## src/rtl/ipif_initiator.sv

```systemverilog
// IPIF bus master: one outstanding command at a time, decoded to one-hot CS/CE strobes,
// held until the matching ack or a timeout, then returned as a response.
module ipif_initiator #(
  parameter int C_S_AXI_ADDR_WIDTH = 32,
  parameter int C_S_AXI_DATA_WIDTH = 32,
  parameter int N_CS               = 1,
  parameter int N_REG              = 2,
  parameter int TIMEOUT            = 255
) (
  input  logic                                clk,
  input  logic                                aresetn,
  input  logic                                cmd_valid,
  output logic                                cmd_ready,
  input  logic                                cmd_rnw,
  input  logic [C_S_AXI_ADDR_WIDTH-1:0]       cmd_addr,
  input  logic [C_S_AXI_DATA_WIDTH-1:0]       cmd_wdata,
  input  logic [C_S_AXI_DATA_WIDTH/8-1:0]     cmd_be,
  output logic                                rsp_valid,
  input  logic                                rsp_ready,
  output logic [C_S_AXI_DATA_WIDTH-1:0]       rsp_rdata,
  output logic                                rsp_error,
  output logic                                rsp_timeout,
  output logic                                IPIF_Bus2IP_resetn,
  output logic [C_S_AXI_ADDR_WIDTH-1:0]       IPIF_Bus2IP_Addr,
  output logic                                IPIF_Bus2IP_RNW,
  output logic [C_S_AXI_DATA_WIDTH/8-1:0]     IPIF_Bus2IP_BE,
  output logic [N_CS-1:0]                     IPIF_Bus2IP_CS,
  output logic [N_CS*N_REG-1:0]               IPIF_Bus2IP_RdCE,
  output logic [N_CS*N_REG-1:0]               IPIF_Bus2IP_WrCE,
  output logic [C_S_AXI_DATA_WIDTH-1:0]       IPIF_Bus2IP_Data,
  input  logic [C_S_AXI_DATA_WIDTH-1:0]       IPIF_IP2Bus_Data,
  input  logic                                IPIF_IP2Bus_WrAck,
  input  logic                                IPIF_IP2Bus_RdAck,
  input  logic                                IPIF_IP2Bus_Error
);

  localparam int AW   = C_S_AXI_ADDR_WIDTH;
  localparam int DW   = C_S_AXI_DATA_WIDTH;
  localparam int BW   = C_S_AXI_DATA_WIDTH / 8;
  localparam int N_CE = N_CS * N_REG;
  localparam int WW   = AW - 2;
  localparam logic [15:0] TMO_LAST = 16'(TIMEOUT - 1);

  typedef enum logic [1:0] {IDLE, ACCESS, RESP} state_t;

  state_t            state_q, state_d;
  logic [AW-1:0]     addr_q, addr_d;
  logic              rnw_q, rnw_d;
  logic [BW-1:0]     be_q, be_d;
  logic [DW-1:0]     wdata_q, wdata_d;
  logic [N_CS-1:0]   cs_q, cs_d;
  logic [N_CE-1:0]   rdce_q, rdce_d;
  logic [N_CE-1:0]   wrce_q, wrce_d;
  logic [DW-1:0]     rdata_q, rdata_d;
  logic              err_q, err_d;
  logic              tmo_q, tmo_d;
  logic [15:0]       timer_q, timer_d;
  logic              resetn_q;

  logic [WW-1:0]     w_addr;
  logic              dec_ok;
  logic [N_CE-1:0]   ce_hot;
  logic [N_CS-1:0]   cs_hot;
  logic              ack;
  logic              unused_addr_lsb;

  assign w_addr          = cmd_addr[AW-1:2];
  assign unused_addr_lsb = ^cmd_addr[1:0];
  assign dec_ok          = (w_addr < WW'(N_CE));
  assign ce_hot          = dec_ok ? (N_CE'(1) << w_addr) : '0;

  always_comb begin
    cs_hot = '0;
    for (int i = 0; i < N_CS; i++) begin
      cs_hot[i] = |ce_hot[i*N_REG +: N_REG];
    end
  end

  // Only the ack matching the latched direction ends the cycle.
  assign ack = rnw_q ? IPIF_IP2Bus_RdAck : IPIF_IP2Bus_WrAck;

  assign cmd_ready = aresetn && resetn_q && (state_q == IDLE);

  always_comb begin
    state_d = state_q;
    addr_d  = addr_q;
    rnw_d   = rnw_q;
    be_d    = be_q;
    wdata_d = wdata_q;
    cs_d    = cs_q;
    rdce_d  = rdce_q;
    wrce_d  = wrce_q;
    rdata_d = rdata_q;
    err_d   = err_q;
    tmo_d   = tmo_q;
    timer_d = timer_q;
    unique case (state_q)
      IDLE: begin
        if (cmd_valid && cmd_ready) begin
          addr_d  = cmd_addr;
          rnw_d   = cmd_rnw;
          be_d    = cmd_be;
          wdata_d = cmd_wdata;
          rdata_d = '0;
          tmo_d   = 1'b0;
          timer_d = '0;
          if (dec_ok) begin
            cs_d    = cs_hot;
            rdce_d  = cmd_rnw ? ce_hot : '0;
            wrce_d  = cmd_rnw ? '0 : ce_hot;
            err_d   = 1'b0;
            state_d = ACCESS;
          end else begin
            err_d   = 1'b1;
            state_d = RESP;
          end
        end
      end
      ACCESS: begin
        // An ack in the expiry cycle takes priority over the timeout.
        if (ack) begin
          cs_d    = '0;
          rdce_d  = '0;
          wrce_d  = '0;
          rdata_d = rnw_q ? IPIF_IP2Bus_Data : '0;
          err_d   = IPIF_IP2Bus_Error;
          state_d = RESP;
        end else if (timer_q == TMO_LAST) begin
          cs_d    = '0;
          rdce_d  = '0;
          wrce_d  = '0;
          err_d   = 1'b1;
          tmo_d   = 1'b1;
          state_d = RESP;
        end else begin
          timer_d = timer_q + 16'd1;
        end
      end
      RESP: begin
        if (rsp_ready) state_d = IDLE;
      end
      default: state_d = IDLE;
    endcase
  end

  always_ff @(posedge clk) begin
    if (!aresetn) begin
      state_q  <= IDLE;
      addr_q   <= '0;
      rnw_q    <= 1'b0;
      be_q     <= '0;
      wdata_q  <= '0;
      cs_q     <= '0;
      rdce_q   <= '0;
      wrce_q   <= '0;
      rdata_q  <= '0;
      err_q    <= 1'b0;
      tmo_q    <= 1'b0;
      timer_q  <= '0;
      resetn_q <= 1'b0;
    end else begin
      state_q  <= state_d;
      addr_q   <= addr_d;
      rnw_q    <= rnw_d;
      be_q     <= be_d;
      wdata_q  <= wdata_d;
      cs_q     <= cs_d;
      rdce_q   <= rdce_d;
      wrce_q   <= wrce_d;
      rdata_q  <= rdata_d;
      err_q    <= err_d;
      tmo_q    <= tmo_d;
      timer_q  <= timer_d;
      resetn_q <= 1'b1;
    end
  end

  assign rsp_valid          = (state_q == RESP);
  assign rsp_rdata          = rdata_q;
  assign rsp_error          = err_q;
  assign rsp_timeout        = tmo_q;
  assign IPIF_Bus2IP_resetn = resetn_q;
  assign IPIF_Bus2IP_Addr   = addr_q;
  assign IPIF_Bus2IP_RNW    = rnw_q;
  assign IPIF_Bus2IP_BE     = be_q;
  assign IPIF_Bus2IP_CS     = cs_q;
  assign IPIF_Bus2IP_RdCE   = rdce_q;
  assign IPIF_Bus2IP_WrCE   = wrce_q;
  assign IPIF_Bus2IP_Data   = wdata_q;

endmodule

```

## config.mk

```make
export PLATFORM = sky130hd
export DESIGN_NAME = ipif_initiator
export DESIGN_NICKNAME = d
export VERILOG_FILES = /design/src/rtl/ipif_initiator.sv
export SDC_FILE = /design/constraint.sdc
export NUM_CORES = 1
export LEC_CHECK = 0
export CAP_MARGIN = 40
export CORE_MARGIN = 5
export CORE_UTILIZATION = 38
export CTS_BUF_LIST = sky130_fd_sc_hd__clkbuf_8 sky130_fd_sc_hd__clkbuf_16
export CTS_CLUSTER_DIAMETER = 100
export DETAILED_ROUTE_END_ITERATION = 7
export PLACE_DENSITY = 0.75
export SYNTH_ARGS = -nofsm -noshare
export SYNTH_HDL_FRONTEND = slang
export SYNTH_SLANG_ARGS = --single-unit
```

## constraint.sdc

```tcl
create_clock -name clk -period 1.75 [get_ports clk]
set_clock_uncertainty 0.1 [all_clocks]
set_input_delay 0.175 -clock clk [delete_from_list [all_inputs] [get_ports clk]]
set_output_delay 0.175 -clock clk [all_outputs]
set_load 0.02 [all_outputs]
```

==> out/results.txt, run 1 <==
status -> finished, violations left
failing checks -> setup timing
Worst Slack Setup Final -> -0.193 ns
Design Area, Final -> 0.00851 sq mm
Arr. time, crit path -> 2.18 ns
largest net degree at the start of global routing -> 54
Finished Layout Cells -> 1057
layout cells sized above 1 -> 15.9%
initial antenna violation count -> 1
vias in the first global route -> 5264
placed cell areas -> 0.00768 sq mm
Remaining Overflow, GRT -> 0
Final Hold Viols -> 0
# nets final -> 982
Worst Setup SP -> timer_q[0]
count leader, synth -> nand2_1
sequential area share after synthesis -> 51.8%
Synth area leaders -> dfxtp_1, nand2_1, nand3_1
Worst-Margin Slew -> 0.595 ns
f_max -> 515 MHz
clock sink count -> 127
dpl ws -> -0.522 ns
Skew-Pair Late Insertion Delay -> 0.41 ns
WS Path Type -> reg2reg
clk root buf -> clkbuf_16
RSZ-0062 raised after global routing -> true
crit path cell chain -> inv_2 > ha_4 > nor4b_4 > nand4_4 > buf_4 > a21oi_4 > buf_4 > nor3b_2 > nor3_2
Iter 0 DRT Violations -> 343
top post-synthesis cells by count -> nand2_1, dfxtp_1, nand3_1, a21oi_1, clkbuf_1
dpl cells -> 1017
Final Max Slew Viols -> 0
Cells after Synth -> 611
Detail Route Antenna Nets -> 0
Via-to-Cell Ratio -> 5.10
R2R Path End -> timer_q[2]
cts hold-fix bufs -> 0
first-pass GRT wire length -> 26000 microns
DRT Pass-1 Iters -> 5
prevailing post-synth register cell -> dfxtp_1
Tcrit/Tclk final -> 111%
vias -> 5394
Post-synth EDFFs -> 0
top-area cell type share of the netlist area -> 51.8%
max_cap viols -> 0
Critical-path top delay cell -> dfxtp_2
H-Tree Depth -> 4
Num CTS Buffers -> 17
GPL Wtd Cong -> 0.854
die area -> 0.0153 sq mm
register bit total from synthesis -> 127
deepest clock path buffer count -> 2
CP Max Fanout -> 6
Starting Density -> 38.9%
Yosys top cell by area -> dfxtp_1
PortBufs -> 218
Critical Path Most Common Cell -> buf_4
Ports -> 219
Fin Setup TNS -> -2.29 ns
CTS tree -> yes
Core Region -> 0.0126 sq mm
Mapped Nets -> 721
final WL -> 16900 microns
Period minus WS final -> 1.94 ns
leakage power -> 0.00343 uW
CP Launch Type -> register
hold crit path type -> in2reg
post-DR wirelength/cell -> 16.0 microns
Syn Std Cell Area -> 0.00490 sq mm
Max-Slew Margin vs Limit -> 60.4%
drt drc -> 0
Die X -> 124 microns
Post-synth ARST share -> 0%
critical path endpoint -> timer_q[2]
launch point of the worst reg-to-reg path -> timer_q[0]
VDD IR max -> 0.000578 V
P per Cell Area -> 866 mW/mm^2
Finish-stage setup viols -> 22
crit path capture type -> register
worst reg-to-reg setup slack -> -0.19 ns
GRT Util Overall -> 21.4%
Avg Inst Size Synth -> 8.03 sq um
clk slew on worst S/H paths -> 0.05 ns
Worst Path Required -> 1.99 ns
DP Wirelength -> 12000 microns
Fillers -> 1009
area grow syn2layout -> 73.6%
max incr delay on CP -> 0.33 ns
distinct cell type count after synthesis -> 48
n_diodes -> 0
row cnt -> 41
Reg2Reg Depth -> 9
Die Y -> 124 microns
synth warn -> 0
worst min-delay path by stage:
stage,from,endpoint,slack (ns),depth (start not counted)
3_3_place_gp,rsp_rdata[18],rsp_rdata[18],0.34,2
5_1_grt,cmd_wdata[13],IPIF_Bus2IP_Data[13],0.19,3
4_1_cts,aresetn,rsp_timeout,0.16,4
3_5_place_dp,IPIF_Bus2IP_Addr[13],IPIF_Bus2IP_Addr[13],0.34,2
6_report,aresetn,rsp_timeout,0.19,4
2_1_floorplan,aresetn,IPIF_Bus2IP_resetn,0.10,0
cell usage in the layout, fill, tap and decap left out, types with 3 or more instances in the layout:
master	count
nor4_1	5
nor3_4	4
nand2_1	179
buf_6	5
nor3_1	7
inv_1	15
buf_12	6
nand2_2	3
nand3_1	110
a21oi_2	3
dfxtp_1	119
nor3_2	4
bufinv_16	3
dfxtp_2	6
a21oi_1	38
clkbuf_16	17
xor2_1	4
nand4_1	6
nor2_1	15
buf_4	53
xnor2_1	3
clkdlybuf4s50_1	214
state kept, by name, summed over array words and instances (netlist names), 2 cells and up:
signal,count
IPIF_Bus2IP_Addr,32
IPIF_Bus2IP_BE,4
state_q,2
IPIF_Bus2IP_Data,32
rsp_rdata,32
IPIF_Bus2IP_RdCE,2
IPIF_Bus2IP_WrCE,2
timer_q,16
critical path: cells and delay by family, from the launching register on:
family / cells / cell delay (ns)
fa+ha+maj: 1 / 0.12
flops: 1 / 0.33
buf+inv: 3 / 0.42
compound gates: 1 / 0.25
simple gates: 4 / 0.64
area by class of cell:
class | count | area (sq um) | share of cell area (%)
Multi-Input combinational cell | 436 | 2370 | 27.9
Clock inverter | 13 | 134 | 1.57
Tap cell | 172 | 215 | 2.53
Timing Repair Buffer | 282 | 2750 | 32.3
Inverter | 8 | 30.0 | 0.353
Clock buffer | 19 | 453 | 5.32
Sequential cell | 127 | 2560 | 30.0
timing repair:
action | CTS | global route
buffers inserted | 2 | 6
pin swaps | 6 | 14
gates resized for setup | 13 | 39
endpoints found under the setup margin | 18 | 105
where the power goes:
part	internal (uW)	switching, uW
logic	457	394
clock network	2270	1210
registers	2980	51.3
metal layers:
layer  track usage, %  vias to the layer above  routed length (microns)
li1                 -                     2602                        -
met1             24.7                     2471                     6480
met2             33.8                      268                     7930
met3             9.90                       51                     1940
met4             9.90                        2                      582
met5                0                        -                        7
cell families (layout without fill, tap and decap cells):
logic type      count (synthesis)  count (layout)  synth area share, %
mux                             2               2                0.434
compound gates                 66              66                 8.22
simple gates                  359             359                 33.9
fa+ha+maj                       2               2                0.510
buf+inv                        48             322                 3.85
flops                         127             127                 51.8
xor+xnor                        7               7                 1.25
through the flow:
step,total power [uW],utilization (%),hold WS [ns]
2_1_floorplan,3390,-,0.103
3_3_place_gp,3920,60.9,0.339
3_5_place_dp,3940,60.9,0.345
4_1_cts,7430,66.0,0.164
5_1_grt,7640,67.4,0.186
6_report,7370,67.4,0.192
(Power assumes the default switching activity.)
==> run 2: changes to the inputs <==
--- a/config.mk
+++ b/config.mk
@@ -10,6 +10,7 @@
 export CORE_UTILIZATION = 38
 export CTS_BUF_LIST = sky130_fd_sc_hd__clkbuf_8 sky130_fd_sc_hd__clkbuf_16
 export CTS_CLUSTER_DIAMETER = 100
+export CTS_CLUSTER_SIZE = 20
 export DETAILED_ROUTE_END_ITERATION = 7
 export PLACE_DENSITY = 0.75
 export SYNTH_ARGS = -nofsm -noshare
==> results of run 2 <==
Final layout, timing and power as in run 1 (identical DEF).
